### src/rtl/sort_pkg.sv
// Shared definitions for the sorting-chain controller.
//   DATA_W    : word width of the PE chain (Xin/Zin/Xout/Zout)
//   DEFAULT_N : default number of PEs in the chain
//   SENTINEL  : all-ones pad word; sorts after every real word
//   state_t   : controller FSM states
package sort_pkg;

   localparam int DATA_W    = 32;
   localparam int DEFAULT_N = 8;

   localparam logic [DATA_W-1:0] SENTINEL = '1;

   typedef enum logic [2:0] {
      IDLE  = 3'd0,
      LOAD  = 3'd1,
      PAD   = 3'd2,
      FLUSH = 3'd3,
      READ  = 3'd4,
      DRAIN = 3'd5
   } state_t;

endpackage

### src/rtl/sort_obuf2.sv
// Two-entry output buffer with registered outputs.
//   clk, reset           : clock, asynchronous active-low reset
//   push, push_data/last : write side (caller guarantees space)
//   count                : current occupancy 0..2
//   out_valid/ready/data/last : downstream valid-ready stream
module sort_obuf2
   import sort_pkg::*;
#(
   parameter int W = DATA_W
) (
   input  logic         clk,
   input  logic         reset,
   input  logic         push,
   input  logic [W-1:0] push_data,
   input  logic         push_last,
   output logic [1:0]   count,
   output logic         out_valid,
   input  logic         out_ready,
   output logic [W-1:0] out_data,
   output logic         out_last
);

   logic         spare_valid;
   logic [W-1:0] spare_data;
   logic         spare_last;
   logic         pop;

   assign pop   = out_valid && out_ready;
   assign count = {1'b0, out_valid} + {1'b0, spare_valid};

   // The head entry drives the outputs directly, so the presented word
   // only moves on a pop; the spare entry refills the head on a pop.
   always_ff @(posedge clk or negedge reset) begin
      if (!reset) begin
         out_valid   <= 1'b0;
         out_data    <= '0;
         out_last    <= 1'b0;
         spare_valid <= 1'b0;
         spare_data  <= '0;
         spare_last  <= 1'b0;
      end else if (pop) begin
         if (spare_valid) begin
            out_data    <= spare_data;
            out_last    <= spare_last;
            spare_valid <= push;
            if (push) begin
               spare_data <= push_data;
               spare_last <= push_last;
            end
         end else begin
            out_valid <= push;
            if (push) begin
               out_data <= push_data;
               out_last <= push_last;
            end
         end
      end else if (push) begin
         if (!out_valid) begin
            out_valid <= 1'b1;
            out_data  <= push_data;
            out_last  <= push_last;
         end else begin
            spare_valid <= 1'b1;
            spare_data  <= push_data;
            spare_last  <= push_last;
         end
      end
   end

endmodule

### src/rtl/sort_ctrl.sv
// Controller for a systolic chain of N compare/exchange PEs.
// Loads one frame of up to N words, pads with sentinels, flushes the
// chain, then shifts the sorted words out through a 2-entry buffer.
//   clk, reset                          : clock, async active-low reset
//   in_valid/in_ready/in_data/in_last   : unsorted input frame
//   out_valid/out_ready/out_data/out_last : ascending output frame
//   pe_mode, pe_shiftRead, pe_xin, pe_zin : PE chain controls
//   pe_zout                             : chain head word after a shift
//   busy, err_ovf                       : frame active, sticky overflow
module sort_ctrl
   import sort_pkg::*;
#(
   parameter int N = DEFAULT_N,
   parameter int W = DATA_W
) (
   input  logic         clk,
   input  logic         reset,
   input  logic         in_valid,
   output logic         in_ready,
   input  logic [W-1:0] in_data,
   input  logic         in_last,
   output logic         out_valid,
   input  logic         out_ready,
   output logic [W-1:0] out_data,
   output logic         out_last,
   output logic         pe_mode,
   output logic         pe_shiftRead,
   output logic [W-1:0] pe_xin,
   output logic [W-1:0] pe_zin,
   input  logic [W-1:0] pe_zout,
   output logic         busy,
   output logic         err_ovf
);

   localparam int            CW   = $clog2(N + 1);
   localparam logic [CW-1:0] N_C  = CW'(N);
   localparam logic [CW-1:0] N_M1 = CW'(N - 1);

   state_t        state, next_state;
   logic [CW-1:0] cnt, cnt_inc, step, rcv;
   logic          accept, frame_end;
   logic          mode_d, shift_d;
   logic [W-1:0]  xin_d;
   logic          zout_valid;
   logic [1:0]    obuf_count;
   logic          can_shift;
   logic          fwd_valid, fwd_last;

   assign accept    = in_valid && in_ready && (state == IDLE || state == LOAD);
   assign cnt_inc   = cnt + 1'b1;
   assign frame_end = accept && (in_last || cnt_inc == N_C);

   // A shift is only issued when every word already heading for the
   // buffer, plus the new one, is guaranteed a slot.
   assign can_shift = ({1'b0, obuf_count} + {2'b00, pe_shiftRead}
                       + {2'b00, zout_valid}) < 3'd2;

   // Words past the frame length are pad sentinels and are dropped.
   assign fwd_valid = zout_valid && (rcv < cnt);
   assign fwd_last  = (rcv + 1'b1) == cnt;

   assign pe_zin = '0;

   // State register plus the registered PE/handshake outputs, which all
   // clear asynchronously so the chain sees no stray step during reset.
   always_ff @(posedge clk or negedge reset) begin
      if (!reset) begin
         state        <= IDLE;
         pe_mode      <= 1'b0;
         pe_shiftRead <= 1'b0;
         pe_xin       <= '0;
         in_ready     <= 1'b0;
         busy         <= 1'b0;
         zout_valid   <= 1'b0;
      end else begin
         state        <= next_state;
         pe_mode      <= mode_d;
         pe_shiftRead <= shift_d;
         pe_xin       <= xin_d;
         in_ready     <= (next_state == IDLE) || (next_state == LOAD);
         busy         <= (next_state != IDLE);
         zout_valid   <= pe_shiftRead;
      end
   end

   // Frame length, per-phase step counter, received-word index and the
   // sticky overflow flag.
   always_ff @(posedge clk or negedge reset) begin
      if (!reset) begin
         cnt     <= '0;
         step    <= '0;
         rcv     <= '0;
         err_ovf <= 1'b0;
      end else begin
         if (accept) begin
            cnt <= cnt_inc;
         end else if (state == DRAIN && next_state == IDLE) begin
            cnt <= '0;
         end
         if (accept && cnt_inc == N_C && !in_last) begin
            err_ovf <= 1'b1;
         end
         if (state != next_state) begin
            step <= '0;
         end else if (state == PAD || state == FLUSH || shift_d) begin
            step <= step + 1'b1;
         end
         if (state == IDLE) begin
            rcv <= '0;
         end else if (zout_valid) begin
            rcv <= rcv + 1'b1;
         end
      end
   end

   // Next-state logic. A full frame needs no padding and goes straight
   // to FLUSH; DRAIN waits for the last shifted word to leave the buffer.
   always_comb begin
      next_state = state;
      unique case (state)
         IDLE, LOAD: begin
            if (frame_end) begin
               next_state = (cnt_inc == N_C) ? FLUSH : PAD;
            end else if (accept) begin
               next_state = LOAD;
            end
         end
         PAD: begin
            if (cnt + step == N_M1) begin
               next_state = FLUSH;
            end
         end
         FLUSH: begin
            if (step == N_M1) begin
               next_state = READ;
            end
         end
         READ: begin
            if (can_shift && step == N_M1) begin
               next_state = DRAIN;
            end
         end
         DRAIN: begin
            if (!pe_shiftRead && !zout_valid && obuf_count == 2'd0) begin
               next_state = IDLE;
            end
         end
         default: next_state = IDLE;
      endcase
   end

   // Output decode: one sort step per accepted beat, one sentinel step
   // per PAD/FLUSH cycle, and throttled shifts in READ.
   always_comb begin
      mode_d  = 1'b0;
      shift_d = 1'b0;
      xin_d   = pe_xin;
      unique case (state)
         IDLE, LOAD: begin
            if (accept) begin
               mode_d = 1'b1;
               xin_d  = in_data;
            end
         end
         PAD, FLUSH: begin
            mode_d = 1'b1;
            xin_d  = '1;
         end
         READ: begin
            shift_d = can_shift;
         end
         default: begin
         end
      endcase
   end

   sort_obuf2 #(
      .W (W)
   ) u_obuf (
      .clk       (clk),
      .reset     (reset),
      .push      (fwd_valid),
      .push_data (pe_zout),
      .push_last (fwd_last),
      .count     (obuf_count),
      .out_valid (out_valid),
      .out_ready (out_ready),
      .out_data  (out_data),
      .out_last  (out_last)
   );

endmodule

### config.mk
export PLATFORM = sky130hd
export DESIGN_NAME = sort_ctrl
export DESIGN_NICKNAME = d
export VERILOG_FILES = /design/src/rtl/sort_pkg.sv /design/src/rtl/sort_obuf2.sv /design/src/rtl/sort_ctrl.sv
export SDC_FILE = /design/constraint.sdc
export NUM_CORES = 1
export LEC_CHECK = 0
export CAP_MARGIN = 10
export CORE_MARGIN = 2
export CORE_UTILIZATION = 52
export DETAILED_ROUTE_END_ITERATION = 6
export GPL_TIMING_DRIVEN = 0
export HOLD_SLACK_MARGIN = 0.06
export PLACE_DENSITY = 0.95
export SETUP_SLACK_MARGIN = 0.05
export SLEW_MARGIN = 20
export SYNTH_ARGS = -nofsm -noshare
export SYNTH_HDL_FRONTEND = slang
export SYNTH_SLANG_ARGS = --single-unit
### constraint.sdc
create_clock -name clk -period 5.4 [get_ports clk]
set_input_delay 1.08 -clock clk [delete_from_list [all_inputs] [get_ports clk]]
set_output_delay 1.08 -clock clk [all_outputs]
set_load 0.01 [all_outputs]
==> impl_metrics.toml, run 1 <==
[run_status]
status = "finished clean"

[floorplan]
dieArea_um2 = 12210
fp.dieH_um = 110.5
core-area_um2 = 10940
fp-row-count = 38
io_pins = 172
fp.dieW_um = 110.5
start_util_pct = 53.92

[worst_hold_path]
hp-class = "flop to flop"

[logic_synthesis]
synth_edf_count = 0
ys_types = 51
yosys_register_bits = 121
synth_area_leaders = "dfrtp_1 (51%), mux2_4 (7.6%), nand2_1 (7.0%)"
synthFlopType = "dfrtp_1"
yosysWarnings = 0
async_flop_share_pct = 100.0
seq_area_frac_synth_pct = 51.35
synth_area_per_cell_um2 = 10.72
syn_area_um2 = 5897
synth_top_area_share_pct = 51.35
yosysTopAreaCell = "dfrtp_1"
synthCells = 550

[global_route]
grt_overflow = 0
grt_pass1_wl_um = 25580
grt_max_degree = 68
grt_usage_pct = 25.99
grt_pass1_vias = 5080
antenna_found_initial = 0

[clocking]
cts-buffers-inserted = 17
clock_path_buffers = 2
clk_pin_slew_ns = 0.06
cts_resized = 0
ctsHoldBuffers = 0
ctsHtreeMaxLevel = 4
clock-sinks = 121
cts_root_buf = "clkbuf_16"
cts_tree = "yes"
clkLatencyLatePin_ns = 0.41
cts_setup_buffers = 0

[sta]
period_needed_ns = 2.846
drv_slew = 0
period_share_pct = 52.71
worstMarginPinSlew_ns = 0.7965
rsz0062_at_grt = "no"
final.setup_skew_ns = 0.01120
fmax_mhz = 351.3
report.final.setup_viol = 0
hold_violations = 0
slew_headroom_pct = 46.90

[critical_path]
cp_slowest_stage_delay_ns = 0.45
path_max_fanout = 10
critPathSlowestCell = "clkdlybuf4s50_1"
endpoint_kind = "flop"
cp.arrival_ns = 3.17
cp_num_buf_inv = 4
crit_type = "input pin to flop"
cp_top_family = "buffers and inverters"
start_kind = "input pin"
crit_chain = "clkdlybuf4s50_1 -> nand3_1 -> inv_1 -> a31oi_1 -> clkbuf_1 -> clkbuf_1 -> nand2_1 -> o21ai_0"
cp.required_ns = 5.72
cpMostUsedCell = "clkbuf_1"

[placement]
hpwlAfterDp_um = 10920
placed_cells = 861
routabilityCongestion = 0.7742
io_buffers = 139

[final_layout]
syn_to_final_growth_pct = 38.93
multiInputGateArea_um2 = 2549
fin_nets = 824
num_antenna_cells = 0
final.fill_count = 715
fin_cells = 892
drive_above_1_share_pct = 15.16
regArea_um2 = 3028

[power]
power_leakage_nw = 3.926
powerDensity_nw_per_um2 = 598.1
ir_drop_mv = 0.3161
total_power_mw = 4.900

[detailed_routing]
drt_iter0_markers = 264
drt-total-wl_um = 15410
dr.pass1.iters = 4
post_drt_wl_per_cell_um = 17.28
ant_nets = 0
drc = 0
num_vias = 4741
vias_per_cell = 5.315

[flow_run]
maxCapViolations = 0
[kinds of logic (layout without fill, tap and decap cells)]
family	Yosys count	count (layout)	synth area share [%]
AOI/OAI and AO/OA	79	79	7.681
DFF	121	121	51.35
muxes	67	67	13.98
other	1	32	0.06359
and+or+nand+nor	179	179	13.98
adders and majority gates	15	15	3.310
xor gates and xnor gates	15	15	2.228
buffers and inverters	73	244	7.405
[layout by cell type, fill, tap and decap left out, drive strengths merged, types with 2 or more instances in the layout]
cell type      netlist  layout
o211ai               2       2
xor2                 6       6
and2                 2       2
clkinv               0       6
nand4                3       3
and3b                3       3
nand2b               3       3
mux2i               34      34
o21ai               55      55
a21o                 2       2
dfrtp              121     121
nor3                 6       6
clkinvlp             0       2
buf                 43      45
xnor2                9       9
and3                 3       3
ha                  14      14
clkbuf              19      38
bufinv               0       3
nand2              110     110
inv                 11      12
a31oi                3       3
nor4b                2       2
nor2                12      12
mux2                33      33
or3                  4       4
nand3               22      22
clkdlybuf4s50        0     138
nand3b               2       2
and4                 2       2
nor2b                3       3
a21oi                8       8
conb                 1      32
[report_power, final]
part | internal, mW | total [mW] | switching [mW]
Sequential | 1.34 | 1.64 | 0.299
Clock | 0.721 | 1.13 | 0.405
Combinational | 1.14 | 2.13 | 0.993
Total | 3.20 | 4.90 | 1.70
[flip-flops by register name, summed over array words and instances (netlist names)]
register / flops
pe_xin: 32
pe_shiftRead: 1
zout_valid: 1
u_obuf.out_last: 1
err_ovf: 1
state: 3
u_obuf.spare_valid: 1
cnt: 4
u_obuf.spare_data: 32
rcv: 4
u_obuf.out_data: 32
pe_mode: 1
busy: 1
in_ready: 1
step: 4
u_obuf.out_valid: 1
u_obuf.spare_last: 1
[path summary, 6_finish.rpt]
| path | from | end | slack, ns | cells after the start |
|---|---|---|---|---|
| setup reg to reg | cnt[1] | u_obuf.out_data[20] | 2.81 | 9 |
| min in group asynchronous | reset | u_obuf.spare_data[12] | 0.66 | 1 |
| setup / recovery | out_ready | u_obuf.out_data[20] | 2.55 | 8 |
| hold / removal | pe_shiftRead | zout_valid | 0.44 | 0 |
| max in group asynchronous | reset | pe_xin[14] | 4.05 | 2 |
| hold reg to reg | pe_shiftRead | zout_valid | 0.44 | 0 |
[routing by layer]
layer / global-route usage (%) / part of all wire, % / routed length, um / vias to the layer above
met5: 0 / 0 / 0 / -
li1: - / - / - / 2183
met4: 8.917 / 1.8 / 274 / 0
met2: 46.54 / 53 / 8140 / 174
met3: 7.409 / 6.2 / 950 / 29
met1: 29.73 / 39 / 6049 / 2355
[Yosys cell counts (all sizes together), types with 9 or more instances]
master / n
dfrtp: 121
buf: 43
nand3: 22
inv: 11
mux2i: 34
mux2: 33
o21ai: 55
xnor2: 9
ha: 14
nand2: 110
clkbuf: 19
nor2: 12
[per-stage QoR]
step                      utilization [%]  area, um^2  hold WS, ns  worst slack (ns)  setup TNS (ns)
after global routing                74.92        8193       0.4719             2.367               0
after CTS                           74.92        8193       0.4458             2.570               0
final                               74.92        8193       0.4367             2.554               0
after detailed placement            69.58        7609       0.4279             2.161               0
after global placement              69.31        7580       0.4220            -1.163         -139.77
after floorplan                         -        6013       0.4540             2.970               0
[area by class of cell]
cell class                 count  area share (%)
buffer                        62           4.826
clock buffer                  19           5.284
tap                          140           2.138
clock inverter                12           1.848
inverter                      11          0.5040
sequential                   121           36.96
multi-input combinational    387           31.11
timing repair buffer         140           17.33
Power figures use the tool's default switching activity.
==> run 2, diff against run 1 <==
Settings changed: CORE_UTILIZATION 52 to 43, PLACE_DENSITY 0.95 to 0.86.
Clock period 5.4 ns to 2.3 ns, I/O delays scaled along.
==> run 2 against run 1 <==
- critical path depth unchanged
- via count fell by 3.6%
- clock power up 120%
- largest power group unchanged
==> impl_metrics.toml, run 2 (synthesis results as in run 1) <==
[floorplan]
io_pins = 172
core-area_um2 = 13300
fp.dieH_um = 121.1
fp.dieW_um = 121.1
start_util_pct = 44.35
dieArea_um2 = 14670
fp-row-count = 42

[sta]
period_share_pct = 95.39
tns_ns = 0
report.final.setup_viol = 0
rsz0062_at_grt = "yes"
drv_slew = 0
fmax_mhz = 455.8
period_needed_ns = 2.194
hold_violations = 0
final.setup_skew_ns = 0.005827
slew_headroom_pct = 48.62
worstMarginPinSlew_ns = 0.7707

[global_route]
grt_max_degree = 63
grt_usage_pct = 20.28
grt_pass1_wl_um = 23240
grt_overflow = 0
antenna_found_initial = 0
grt_pass1_vias = 4583

[detailed_routing]
post_drt_wl_per_cell_um = 15.29
drt-total-wl_um = 14300
drt_iter0_markers = 248
ant_nets = 0
num_vias = 4569
vias_per_cell = 4.887
drc = 0
dr.pass1.iters = 4

[critical_path]
cp_slowest_stage_delay_ns = 0.42
cp.arrival_ns = 2.48
cp.required_ns = 2.58
crit_chain = "inv_2 -> ha_4 -> ha_4 -> a21oi_2 -> and3_4 -> a2111o_1 -> or3_4 -> nand2b_4"
start_kind = "flop"
path_max_fanout = 2
cpMostUsedCell = "ha_4"
crit_type = "flop to flop"
critPathSlowestCell = "dfrtp_2"
endpoint_kind = "flop"

[final_layout]
reg.largest.list = "pe_xin (32), u_obuf.out_data (32), u_obuf.spare_data (32)"
drive_above_1_share_pct = 18.05
fin_util_pct = 62.96
num_antenna_cells = 0
final_cell_mix = "clkdlybuf4s50_1 (138), dfrtp_1 (116), nand2_1 (110)"
fin_nets = 835
final.fill_count = 1047
syn_to_final_growth_pct = 41.95
final_common_cell = "clkdlybuf4s50_1"

[placement]
io_buffers = 139
hpwlAfterDp_um = 9677
routabilityCongestion = 0.7719

[clocking]
clock_path_buffers = 2
cts_tree = "yes"
ctsHtreeMaxLevel = 4
clock-sinks = 121
clkLatencyLatePin_ns = 0.41
cts_root_buf = "clkbuf_16"
clk_pin_slew_ns = 0.05
cts-buffers-inserted = 17

[flow_run]
maxCapViolations = 0

[worst_hold_path]
hp-class = "flop to flop"

[power]
powerDensity_nw_per_um2 = 1381
ir_drop_mv = 0.6521
total_power_mw = 11.56
power_leakage_nw = 3.974

[run_status]
status = "finished clean"
## run 2: cell types whose count changed in the layout (fill, tap and decap cells not counted), moves of 3 or more
| cell | previous run | this run |
|---|---|---|
| ha_4 | 0 | 3 |
| inv_1 | 11 | 8 |
| buf_8 | 0 | 3 |
| clkbuf_1 | 20 | 16 |
| dfrtp_2 | 0 | 5 |
| clkbuf_8 | 0 | 3 |
| dfrtp_1 | 121 | 116 |
| ha_1 | 14 | 11 |
| buf_4 | 34 | 44 |
## run 2: worst paths after layout
check / startpoint / endpoint / slack, ns / cells after the start
min in group asynchronous: reset / u_obuf.out_data[29] / 0.61 / 2
max in group asynchronous: reset / u_obuf.spare_data[18] / 0.99 / 3
max reg2reg: u_obuf.out_valid / busy / 0.11 / 8
min: pe_shiftRead / zout_valid / 0.46 / 0
min reg2reg: pe_shiftRead / zout_valid / 0.46 / 0
max: u_obuf.out_valid / busy / 0.11 / 8
## run 2: final cells by class
| type | instances | area [um^2] | area share, % |
|---|---|---|---|
| flip-flops and latches | 121 | 3034 | 36.25 |
| multi-input cells | 387 | 2595 | 31.00 |
| repair buffers | 151 | 1509 | 18.03 |
| clock buffers | 23 | 478.0 | 5.710 |
| plain buffers | 62 | 420.4 | 5.022 |
| well taps | 176 | 220.2 | 2.631 |
| clock inverters | 4 | 70.07 | 0.8371 |
| inverters | 11 | 43.79 | 0.5232 |
## run 2: worst max-delay path: cells and delay by family, from the launching register on
family / cells / cell delay (ns)
compound gates: 2 / 0.44
fa+ha+maj: 2 / 0.46
buf+inv: 1 / 0.07
flops: 1 / 0.42
simple gates: 3 / 0.67
## run 2: per-stage QoR
stage / area (um^2) / instances / hold slack (ns) / worst slack (ns)
floorplan: 6015 / 581 / 0.1644 / 0.05804
global placement: 7626 / 896 / 0.4173 / -4.384
detailed placement: 7655 / 897 / 0.4276 / -0.3859
CTS: 8293 / 930 / 0.4558 / 0.07142
global route: 8371 / 935 / 0.4704 / 0.01079
finish: 8371 / 935 / 0.4583 / 0.1060
## run 2: what timing repair did
action                                 4_1_cts  5_1_grt
setup endpoints to repair                   69       66
buffers inserted                             5        5
pin swaps                                    5        3
endpoints found under the hold margin       55        0
hold buffers                                 1        0
gates resized for setup                     14       17
## run 2: power by group
| part | leakage (nW) | switching, mW | internal, mW |
|---|---|---|---|
| clock | 0.271 | 0.896 | 1.64 |
| sequential | 1.37 | 0.637 | 3.16 |
| combinational | 2.33 | 2.32 | 2.91 |
| total | 3.97 | 3.85 | 7.71 |
## run 2: metal layers
layer	routed length (um)	up-vias	share of wire (%)	GRT usage (%)
met5	0	-	0	0
met4	172	0	1.2	7.485
met3	1041	18	7.3	6.438
met2	7073	144	49	32.97
met1	6008	2208	42	25.32
li1	-	2199	-	-
==> run 3, diff against run 2 <==
Settings changed: ABC_CLOCK_PERIOD_IN_PS from default to 2300.
==> results of run 3 <==
Same layout as run 2: the final DEF is identical, and so are final timing and power.
